File: config.mk
export PLATFORM = sky130hd
export DESIGN_NAME = pic_core_param
export DESIGN_NICKNAME = d
export VERILOG_FILES = /design/src/rtl/pic_pkg.sv /design/src/rtl/pic_priority_resolver.sv /design/src/rtl/pic_core_param.sv
export SDC_FILE = /design/constraint.sdc
export NUM_CORES = 1
export LEC_CHECK = 0
export ABC_CLOCK_PERIOD_IN_PS = 6300
export CAP_MARGIN = 20
export CORE_MARGIN = 5
export CORE_UTILIZATION = 45
export CTS_BUF_LIST = sky130_fd_sc_hd__clkbuf_8
export DETAILED_ROUTE_END_ITERATION = 8
export HOLD_SLACK_MARGIN = 0.05
export PLACE_DENSITY = 0.78
export SYNTH_ARGS = -nofsm -noshare
export SYNTH_HDL_FRONTEND = slang
export SYNTH_SLANG_ARGS = --single-unit
File: constraint.sdc
create_clock -name clk -period 6.3 [get_ports clk]
set_clock_uncertainty 0.05 [all_clocks]
set_input_delay 0.63 -clock clk [delete_from_list [all_inputs] [get_ports clk]]
set_output_delay 0.63 -clock clk [all_outputs]
set_load 0.02 [all_outputs]
File: src/rtl/pic_pkg.sv
// pic_pkg: shared FSM state, config-select codes and mode/EOI bit positions for the PIC.
package pic_pkg;
  typedef enum logic [1:0] {IDLE = 2'd0, ACK1 = 2'd1, ACK2 = 2'd2} pic_state_e;
  localparam logic [1:0] SEL_IMR  = 2'd0;
  localparam logic [1:0] SEL_BASE = 2'd1;
  localparam logic [1:0] SEL_MODE = 2'd2;
  localparam logic [1:0] SEL_EOI  = 2'd3;
  localparam int MODE_LTIM = 0;
  localparam int MODE_AEOI = 1;
  localparam int MODE_ROT  = 2;
  localparam int EOI_SPEC  = 7;
endpackage

File: src/rtl/pic_priority_resolver.sv
// pic_priority_resolver: picks the highest-priority unmasked request that outranks every in-service bit.
module pic_priority_resolver #(
  parameter int NUM_IRQ = 8,
  parameter int ID_W    = $clog2(NUM_IRQ)
) (
  input  logic [NUM_IRQ-1:0] req,
  input  logic [NUM_IRQ-1:0] mask,
  input  logic [NUM_IRQ-1:0] isr,
  input  logic [ID_W-1:0]    rot_base,
  output logic               win_valid,
  output logic [ID_W-1:0]    win_id
);
  logic [ID_W:0]   s;
  logic [ID_W-1:0] idx;
  logic            blocked;
  // Walk channels in priority order starting at rot_base; the first in-service bit ends the search.
  always_comb begin
    win_valid = 1'b0;
    win_id = '0;
    blocked = 1'b0;
    s = '0;
    idx = '0;
    for (int p = 0; p < NUM_IRQ; p++) begin
      s = {1'b0, rot_base} + (ID_W+1)'(p);
      idx = (s >= (ID_W+1)'(NUM_IRQ)) ? ID_W'(s - (ID_W+1)'(NUM_IRQ)) : ID_W'(s);
      if (!win_valid && !blocked) begin
        if (isr[idx]) blocked = 1'b1;
        else if (req[idx] && !mask[idx]) begin
          win_valid = 1'b1;
          win_id = idx;
        end
      end
    end
  end
endmodule

File: src/rtl/pic_core_param.sv
// pic_core_param: parameterised 8259-style interrupt controller with two-edge INTA handshake.
// Define PIC_ROTATE_EN to build rotating priority (mode bit2) and the last_serviced register.
module pic_core_param #(
  parameter int NUM_IRQ = 8,
  parameter int VEC_W   = 8
) (
  input  logic               clk,
  input  logic               reset,
  input  logic [NUM_IRQ-1:0] irq_in,
  input  logic               cfg_we,
  input  logic [1:0]         cfg_sel,
  input  logic [31:0]        cfg_wdata,
  input  logic               inta_n,
  output logic               int_out,
  output logic [VEC_W-1:0]   vec_out,
  output logic               vec_valid,
  output logic [NUM_IRQ-1:0] irr_o,
  output logic [NUM_IRQ-1:0] isr_o
);
  import pic_pkg::*;
  localparam int ID_W = $clog2(NUM_IRQ);
  localparam logic [VEC_W-1:0] ID_MASK = VEC_W'((1 << ID_W) - 1);
  localparam logic [ID_W-1:0]  SPUR_ID = ID_W'(NUM_IRQ - 1);
  pic_state_e state_q, state_d;
  logic [NUM_IRQ-1:0] irq_prev_q, irr_q, irr_d, isr_q, isr_d, imr_q, imr_d, isr_set, isr_clr;
  logic [VEC_W-1:0]   base_q, base_d, vec_q, vec_d;
  logic [ID_W-1:0]    id_q, id_d, win_id, top_id, rot_base;
  logic ltim_q, ltim_d, aeoi_q, aeoi_d, spur_q, spur_d, int_out_q, int_out_d, vec_valid_q, vec_valid_d;
  logic inta_prev_q, fall, ack_first, ack_second, eoi_we, eoi_ns, eoi_sp, aeoi_hit, win_valid, top_valid;
  pic_priority_resolver #(.NUM_IRQ(NUM_IRQ)) u_win (
    .req(irr_q), .mask(imr_q), .isr(isr_q), .rot_base(rot_base),
    .win_valid(win_valid), .win_id(win_id)
  );
  // Highest-priority in-service bit, used by non-specific EOI.
  pic_priority_resolver #(.NUM_IRQ(NUM_IRQ)) u_top (
    .req(isr_q), .mask('0), .isr('0), .rot_base(rot_base),
    .win_valid(top_valid), .win_id(top_id)
  );
`ifdef PIC_ROTATE_EN
  logic            rot_q, rot_d;
  logic [ID_W-1:0] ls_q, ls_d;
  assign rot_base = rot_q ? ((ls_q == SPUR_ID) ? '0 : ls_q + 1'b1) : '0;
  always_comb begin
    rot_d = (cfg_we && cfg_sel == SEL_MODE) ? cfg_wdata[MODE_ROT] : rot_q;
    ls_d = (aeoi_hit && rot_q) ? id_q : (eoi_ns && top_valid && rot_q) ? top_id : ls_q;
  end
  always_ff @(posedge clk) begin
    if (reset) begin
      rot_q <= 1'b0;
      ls_q <= SPUR_ID;
    end else begin
      rot_q <= rot_d;
      ls_q <= ls_d;
    end
  end
`else
  assign rot_base = '0;
`endif
  always_ff @(posedge clk) begin
    if (reset) state_q <= IDLE;
    else state_q <= state_d;
  end
  // ACK2 is unreachable; any unexpected encoding falls back to IDLE.
  always_comb begin
    state_d = (state_q == IDLE) ? (fall ? ACK1 : IDLE) : (state_q == ACK1 && !fall) ? ACK1 : IDLE;
  end
  always_comb begin
    fall = inta_prev_q & ~inta_n;
    ack_first = (state_q == IDLE) & fall;
    ack_second = (state_q == ACK1) & fall;
    eoi_we = cfg_we & (cfg_sel == SEL_EOI);
    eoi_ns = eoi_we & ~cfg_wdata[EOI_SPEC];
    eoi_sp = eoi_we & cfg_wdata[EOI_SPEC] & (int'(cfg_wdata[ID_W-1:0]) < NUM_IRQ);
    aeoi_hit = ack_second & aeoi_q & ~spur_q;
    isr_set = (ack_first && win_valid) ? NUM_IRQ'(1) << win_id : '0;
    isr_clr = (eoi_sp ? NUM_IRQ'(1) << cfg_wdata[ID_W-1:0] : '0)
            | ((eoi_ns && top_valid) ? NUM_IRQ'(1) << top_id : '0)
            | (aeoi_hit ? NUM_IRQ'(1) << id_q : '0);
    isr_d = (isr_q & ~isr_clr) | isr_set;
    irr_d = ltim_q ? irq_in : (irr_q & ~isr_set) | (irq_in & ~irq_prev_q);
    imr_d = (cfg_we && cfg_sel == SEL_IMR) ? cfg_wdata[NUM_IRQ-1:0] : imr_q;
    base_d = (cfg_we && cfg_sel == SEL_BASE) ? cfg_wdata[VEC_W-1:0] : base_q;
    ltim_d = (cfg_we && cfg_sel == SEL_MODE) ? cfg_wdata[MODE_LTIM] : ltim_q;
    aeoi_d = (cfg_we && cfg_sel == SEL_MODE) ? cfg_wdata[MODE_AEOI] : aeoi_q;
    id_d = ack_first ? (win_valid ? win_id : SPUR_ID) : id_q;
    spur_d = ack_first ? ~win_valid : spur_q;
    int_out_d = win_valid & (state_q == IDLE) & ~fall;
    vec_d = ack_second ? (base_q & ~ID_MASK) | VEC_W'(id_q) : vec_q;
    vec_valid_d = ack_second;
  end
  always_ff @(posedge clk) begin
    if (reset) begin
      irq_prev_q <= '0;
      inta_prev_q <= 1'b1;
      irr_q <= '0;
      isr_q <= '0;
      imr_q <= '0;
      base_q <= '0;
      ltim_q <= 1'b0;
      aeoi_q <= 1'b0;
      id_q <= '0;
      spur_q <= 1'b0;
      int_out_q <= 1'b0;
      vec_q <= '0;
      vec_valid_q <= 1'b0;
    end else begin
      irq_prev_q <= irq_in;
      inta_prev_q <= inta_n;
      irr_q <= irr_d;
      isr_q <= isr_d;
      imr_q <= imr_d;
      base_q <= base_d;
      ltim_q <= ltim_d;
      aeoi_q <= aeoi_d;
      id_q <= id_d;
      spur_q <= spur_d;
      int_out_q <= int_out_d;
      vec_q <= vec_d;
      vec_valid_q <= vec_valid_d;
    end
  end
  assign int_out = int_out_q;
  assign vec_out = vec_q;
  assign vec_valid = vec_valid_q;
  assign irr_o = irr_q;
  assign isr_o = isr_q;
endmodule

# After elaboration in Yosys (flattened, before gate mapping)
# Index checks and enable logic that the tools add are counted.
# totals
ff_bits	59
input_bits	46
output_inout_bits	26
# op_classes
n_eq_ne	4
shifts	4
muxes	94
bitwise	26
reduce_logical	46
# ops
operator	count
two-way mux 3 bit	34
two-way mux 1 bit	55
two-way mux 8 bit	5
OR 8 bit	4
<< shifter 1 x 3 -> 8 bit, first input constant	4
AND 8 bit	3
NOT 8 bit	3
zero test 1 bit	23
logical AND 1 bit	21
AND 1 bit	10
OR 8 x 3 -> 8 bit	1
NOT 1 bit	5
equality test 2 x 1 -> 1 bit, second input constant	2
equality test 2 bit, second input constant	2
zero test 2 bit	2

# Depth between registers and ports, before layout
# Gate-level depths: netlist (run 1).
# logic_depth
word_depth	31
mapped_depth	8
ltp_nobuf	7

# By module
# From an unflattened synthesis (run 1), not the netlist that was laid out.
# unflattened
cells_unflattened	542
area_unflattened_um2	4994.8
# modules_own_cells
mod	n_inst	cells_each	area_each_um2	seq_area_each_um2
pic_priority_resolver	2	157	1376.3	0.0
pic_core_param	1	228	2242.2	1101.1

# Worst setup path before layout (run 1)
# OpenSTA, ideal clock, no wires.
# synth_path
kind	input -> register
from	input port inta_n
to	register isr_q[6] (netlist: isr_o[6])
setup_ns	0.117
t_arrival_ns	2.145
t_required_ns	6.133
path_slack_ns	3.987
path_stages	6
path_buffers	1
cell_sequence	nor2b_1 -> ha_1 -> clkbuf_1 -> nand4b_1 -> o311a_1 -> a32o_1
# synth_via
elab_chain_cells	10
elab_cells_between_ends	13
cone_classes	mux: 2; bitwise: 10; reduce/logical: 1
# synth_lines
item	line	rtl
from (decl)	pic_core_param.sv:13	input logic inta_n,
NOT 1 bit	pic_core_param.sv:68	fall = inta_prev_q & ~inta_n;
AND 1 bit	pic_core_param.sv:68	
AND 1 bit	pic_core_param.sv:70	ack_second = (state_q == ACK1) & fall;
via ack_second	pic_core_param.sv:29	logic inta_prev_q, fall, ack_first, ack_second, eoi_we, eoi_ns, eoi_sp, aeoi_hit, win_valid, top_valid;
AND 1 bit (2 in series)	pic_core_param.sv:74	aeoi_hit = ack_second & aeoi_q & ~spur_q;
two-way mux 8 bit	pic_core_param.sv:78	| (aeoi_hit ? NUM_IRQ'(1) << id_q : '0);
OR 8 bit	pic_core_param.sv:78	
NOT 8 bit	pic_core_param.sv:79	isr_d = (isr_q & ~isr_clr) | isr_set;
AND 8 bit	pic_core_param.sv:79	
OR 8 bit	pic_core_param.sv:79	
to (signal assigned)	pic_core_param.sv:110	isr_q <= isr_d;
to (decl)	pic_core_param.sv:25	logic [NUM_IRQ-1:0] irq_prev_q, irr_q, irr_d, isr_q, isr_d, imr_q, imr_d, isr_set, isr_clr;
# The timed path passes the listed nets, and every way through them passes these cells.
# A chain may end at the register's enable or synchronous reset.

# Worst setup path in the final report (run 1)
# layout_path
from	input port cfg_wdata[7]
to	register isr_q[6] (netlist: isr_o[6])
# layout_via
elab_chain_cells	9
elab_cells_between_ends	11
cone_classes	mux: 2; bitwise: 8; reduce/logical: 1
# layout_lines
item	line	rtl
from (decl)	pic_core_param.sv:12	input logic [31:0] cfg_wdata,
NOT 1 bit	pic_core_param.sv:72	eoi_ns = eoi_we & ~cfg_wdata[EOI_SPEC];
AND 1 bit	pic_core_param.sv:72	
logical AND 1 bit	pic_core_param.sv:77	| ((eoi_ns && top_valid) ? NUM_IRQ'(1) << top_id : '0)
two-way mux 8 bit	pic_core_param.sv:77	
OR 8 bit *	pic_core_param.sv:77	
OR 8 bit *	pic_core_param.sv:78	
NOT 8 bit *	pic_core_param.sv:79	
AND 8 bit *	pic_core_param.sv:79	
OR 8 bit *	pic_core_param.sv:79	
# Every way passes the cells marked *; elsewhere a longest branch is shown, timed or not.

==> results of run 1 <==
## critical path, stage by stage
cell	delay, ns
clkdlybuf4s50_1	0.48
nand4b_1	0.31
or3_1	0.42
or3_1	0.36
nor4_1	0.25
nand2_1	0.10
a32o_1	0.26
## metal layers
layer	GRT usage	routed length, µm	up-vias
li1	-	-	1088
met1	0.231	2810	1020
met2	0.252	2710	86
met3	0.0476	436	9
met4	0.0532	79	0
met5	0	0	-
## registers in the layout, indices dropped and copies added (netlist names), 3 cells and up
name,cells
irr_o,8
imr_q,8
base_q,5
irq_prev_q,8
isr_o,8
vec_out,8
id_q,3
## worst paths after layout
path,depth (start not counted),endpoint,slack [ns]
setup / recovery,7,isr_o[6]$_SDFF_PP0_,3.64
hold / removal,1,int_out$_SDFF_PP0_,0.42
setup reg to reg,6,irr_o[5]$_SDFF_PP0_,3.80
hold reg to reg,1,int_out$_SDFF_PP0_,0.42
## power by group through the flow
stage | sequential [µW] | combinational [µW] | clock [µW]
after floorplan | 400 | 110 | 0
after global placement | 400 | 172 | 0
after detailed placement | 400 | 173 | 0
after CTS | 392 | 174 | 201
after global routing | 396 | 191 | 216
final | 392 | 174 | 195
## layout by cell type, fill, tap and decap left out, types with 3 or more instances in the layout
master,n
a21oi_1,10
a311oi_1,3
a32o_1,3
and3_1,3
clkbuf_8,5
clkdlybuf4s50_1,47
dfxtp_1,55
inv_1,14
mux2i_1,23
nand2_1,16
nand2b_1,10
nand3_1,5
nand3b_1,4
nand4_1,3
nand4b_1,5
nor2_1,37
nor2b_1,15
nor3_1,7
o21ai_0,12
o21bai_1,3
## layout make-up
| type | count | area (µm²) |
|---|---|---|
| inverter | 14 | 52.6 |
| timing repair buffer | 49 | 485 |
| multi-input combinational | 200 | 1330 |
| clock buffer | 5 | 68.8 |
| fill | 506 | 2360 |
| clock inverter | 3 | 22.5 |
| sequential | 55 | 1100 |
| tap | 72 | 90.1 |
## kinds of logic (layout without fill, tap and decap cells)
family,after synthesis,after routing,share of synthesized area
flip-flops,55,55,0.431
buffers and inverters,30,71,0.0499
multiplexers,23,23,0.0901
AO/OA/AOI/OAI,56,56,0.165
AND/OR/NAND/NOR,119,119,0.254
adder cells (fa/ha/maj),2,2,0.00979
## metrics by stage
step	cell area, µm²	util	power (µW)	std cells	setup slack [ns]
2_1_floorplan	2550	-	510	285	3.99
3_3_place_gp	3060	0.555	571	390	3.37
3_5_place_dp	3060	0.555	574	390	3.38
4_1_cts	3150	0.571	767	398	3.71
5_1_grt	3150	0.571	802	398	3.56
6_report	3150	0.571	762	398	3.64
==> implementation parameters, run 1 <==
Parameter                              Value

STA
  Highest attainable clock frequency    376 MHz
  Post-layout minimum cycle time    around 2.7 ns
  Setup tns final    0 ns
  Count of final setup violators    0
  Final hold slack    0.420 ns
  Pin slew with the least headroom to its limit    0.934 ns
  Unrepaired setup endpoints after global routing    no
  Slew Limit Headroom    0.375
  Number of hold violations in the final report    0
  Final Cycle Share    0.422
  Number of pins with negative max-slew slack in the final report    0

Clock tree
  Clk sinks    55
  Number of buffers added for setup after CTS    0
  Max Buffers Root-to-Sink    2
  Clock buffer count from CTS    5
  Deepest level of the CTS H-tree    2
  Quantity of hold-fixing buffers added after cts    0
  Clock tree root buffer cell    clkbuf_8
  Worst-skew pair later-pin latency    0.31 ns
  Clock transition at the register clock pins on the worst setup and hold paths after CTS    0.10 ns
  Number of gates resized after CTS    0
  CTS tree    done

Finish
  Proportion of layout cells with a drive suffix above 1    0.0583
  Antenna cells    0
  Post-synthesis to final-layout area growth    23.2%
  Fin nets    373

Detailed routing
  Wire per inst    15.2 µm
  Number of nets with antenna violations after routing    0
  TritonRoute pass-1 iters    5
  Via count of the routed design    2203
  DRC violation count after routing    0
  Total wire length after detailed routing    6.03 mm
  Initial drt markers    roughly 220
  Routed via count divided by cell count    5.54

Placement
  Number of I/O port buffers    47
  Placer congestion estimate    between 0.9 and 1
  Half-perimeter wire length of the detailed placement result    4.63 mm

Global route
  Wire length of the first global-routing pass    slightly below 10 mm
  Global-route total usage across every layer    0.168
  Via count of the first global-routing pass    2040
  Aggregate global routing overflow    0
  Pin count of the biggest net entering global routing    28
  Number of antenna violations at the first check in global routing    0

Synth
  Leading cell type by number of instances after synthesis    dfxtp_1
  Largest area contributor in the netlist    dfxtp_1
  Most used flip-flop cell after synthesis    dfxtp_1
  Async S/R FF share, synth    0
  Sequential share of the synthesized area    0.431
  Synth Cell Area    0.00255 mm²
  Synthesized Nets    333
  Average footprint of a synthesized cell    roughly 9.0 µm²
  Leading cell types by total area after synthesis    dfxtp_1, mux2i_1, nor2_1
  Cells after synthesis    roughly 290
  Top post-synthesis cells by count    dfxtp_1, nor2_1, mux2i_1
  Count of synthesis-stage warnings from yosys    0
  Portion of synthesized cell area occupied by the leading cell type    0.431
  EDFF count, synth    0
  Number of distinct standard cells referenced by the synthesized netlist    between 50 and 60
  Number of flip-flops and latches in the synthesized netlist    55

Hold path
  Hold WC Path Type    flip-flop to flip-flop
  Hold_sp    state_q[0]$_SDFF_PP0_

Pwr
  Switching power as a share of total power    0.307
  Sequential Power Share    0.515
  Leakage    ~0.0012 µW
  Maximum vdd drop    0.131 mV
  P_int    approximately 530 µW
  Relative contribution of the clock network to total power    0.256
  Part of the power in combinational logic    0.229
  Power dissipated by switching net loads    234 µW
  Power density over the cells    242 mW/mm²

Floorplanning
  Width of the die    85.4 µm
  Standard-cell row count    27
  Initial standard-cell utilization of the core    0.464
  Core region area    approximately 0.0055 mm²
  I/O pins    72
  Area of the die    0.00728 mm²
  Height of the chip    85.4 µm

Worst setup path
  Required time of the critical path    6.46 ns
  Type of the worst setup path    primary input to flip-flop
  Launching element type of the critical path    primary input
  Endpoint kind of the worst setup timing path    flip-flop
  RR Startpoint    isr_o[0]$_SDFF_PP0_
  Worst-path fanout max    5
  CP startpoint    cfg_wdata[7]
  Crit path arrival time    2.82 ns

Outcome
  Status    completed

Flow run
  Max_cap viols    0
(Power assumes the default switching activity.)
==> run 2: changes to the inputs <==
- ABC_CLOCK_PERIOD_IN_PS: 6300 -> 2800
- clock period: 6.3 -> 2.8 ns (I/O delays scaled with it)
==> implementation parameters, run 2 (synthesis gave the netlist of run 1 again) <==
Parameter                              Value

Floorplanning
  I/O pins    72
  Initial standard-cell utilization of the core    0.464
  Area of the die    0.00728 mm²
  Height of the chip    85.4 µm
  Width of the die    85.4 µm
  Core region area    0.00551 mm²
  Standard-cell row count    27

Pwr
  Switching power as a share of total power    0.290
  Power dissipated by switching net loads    534 µW
  Leakage    between 0.001 and 0.0015 µW
  Post-route total power    1840 µW
  Sequential Power Share    0.475
  Relative contribution of the clock network to total power    0.300
  P_int    1310 µW
  Part of the power in combinational logic    0.225
  Power density over the cells    573 mW/mm²
  Maximum vdd drop    0.336 mV

Hold path
  Hold_sp    state_q[0]$_SDFF_PP0_
  Hold WC Path Type    flip-flop to flip-flop

Finish
  Design area    roughly 0.0032 mm²
  Proportion of layout cells with a drive suffix above 1    0.0725
  Most frequent cells in the layout    dfxtp_1, clkdlybuf4s50_1, nor2_1
  Number of non-filler instances in the completed layout    a little over 400
  Fin nets    378
  Most common cell after layout, fill and taps aside    dfxtp_1
  Fill cell count    just under 500
  Area of the multi-input gates    0.00133 mm²
  Flip-flop and latch area    approximately 0.0011 mm²
  Post-synthesis to final-layout area growth    25.8%
  Antenna cells    0

Worst setup path
  Crit path arrival time    2.58 ns
  Type of the worst setup path    flip-flop to flip-flop
  Launching element type of the critical path    flip-flop
  Endpoint kind of the worst setup timing path    flip-flop
  CP startpoint    isr_o[2]$_SDFF_PP0_
  Worst-path fanout max    11
  RR Startpoint    isr_o[2]$_SDFF_PP0_
  Required time of the critical path    2.96 ns

Placement
  Number of I/O port buffers    47
  Post-detailed-placement cell area    0.00309 mm²
  Half-perimeter wire length of the detailed placement result    4.91 mm
  Placer congestion estimate    roughly 0.94
  Placed cells    ~400

Outcome
  Status    completed

Global route
  Wire length of the first global-routing pass    10.6 mm
  Global-route total usage across every layer    0.181
  Pin count of the biggest net entering global routing    32
  Number of antenna violations at the first check in global routing    0
  Via count of the first global-routing pass    roughly 2200
  Aggregate global routing overflow    0

STA
  Pin slew with the least headroom to its limit    0.621 ns
  Number of pins with negative max-slew slack in the final report    0
  Slew Limit Headroom    0.582
  Setup tns final    0 ns
  Count of final setup violators    0
  Post-layout minimum cycle time    roughly 2.4 ns
  Highest attainable clock frequency    approximately 410 MHz
  Unrepaired setup endpoints after global routing    no
  Final Cycle Share    0.864
  Number of hold violations in the final report    0

Clock tree
  Clock tree root buffer cell    clkbuf_8
  Max Buffers Root-to-Sink    2
  CTS tree    done
  Clk sinks    55
  Deepest level of the CTS H-tree    2
  Clock transition at the register clock pins on the worst setup and hold paths after CTS    0.10 ns
  Quantity of hold-fixing buffers added after cts    0
  Number of gates resized after CTS    0
  Worst-skew pair later-pin latency    0.31 ns
  Number of buffers added for setup after CTS    0
  Clock buffer count from CTS    5

Detailed routing
  Routed via count divided by cell count    about 5.6
  Via count of the routed design    2246
  Wire per inst    15.9 µm
  DRC violation count after routing    0
  Total wire length after detailed routing    6.39 mm
  Initial drt markers    around 220
  Number of nets with antenna violations after routing    0
  TritonRoute pass-1 iters    4

Flow run
  Max_cap viols    0
## run 2: layout make-up
cell class / instances / share of cell area
multi-input combinational: 200 / 0.413
sequential: 55 / 0.343
timing repair buffer: 54 / 0.163
tap: 72 / 0.0280
clock buffer: 6 / 0.0257
inverter: 14 / 0.0163
clock inverter: 2 / 0.0121
## run 2: final timing paths
kind                               to  slack [ns]  cells past startpoint
setup / recovery  irr_o[5]$_SDFF_PP0_        0.38                      6
hold / removal     int_out$_SDFF_PP0_        0.43                      1
setup reg to reg  irr_o[5]$_SDFF_PP0_        0.38                      6
hold reg to reg    int_out$_SDFF_PP0_        0.43                      1
## run 2: power by group through the flow
stage / sequential (µW) / combinational [µW] / clock (µW)
detailed placement: 892 / 411 / 0
global route: 882 / 452 / 594
global placement: 891 / 403 / 0
floorplan: 899 / 248 / 0
CTS: 874 / 414 / 563
finish: 875 / 414 / 554
## run 2: through the flow
stage,hold slack (ns),setup WS [ns],utilization
2_1_floorplan,0.337,0.539,-
3_3_place_gp,0.394,0.249,0.562
3_5_place_dp,0.402,0.247,0.562
4_1_cts,0.427,0.378,0.584
5_1_grt,0.442,0.256,0.584
6_report,0.426,0.382,0.584
## run 2: critical path, cell delays in order (launching register included)
cell and delay, ns:
dfxtp_1 0.43, nor3b_1 0.21, or4b_4 0.52, nor4b_4 0.39, a21o_1 0.23, nand4b_1 0.18, a32o_2 0.31
## run 2: per-layer routing
| metal | GRT usage | vias to the layer above | part of all wire |
|---|---|---|---|
| met4 | 0.0662 | 0 | 0.016 |
| met2 | 0.312 | 74 | 0.49 |
| met3 | 0.0379 | 10 | 0.069 |
| met1 | 0.222 | 1059 | 0.43 |
| li1 | - | 1103 | - |
| met5 | 0 | - | 0 |
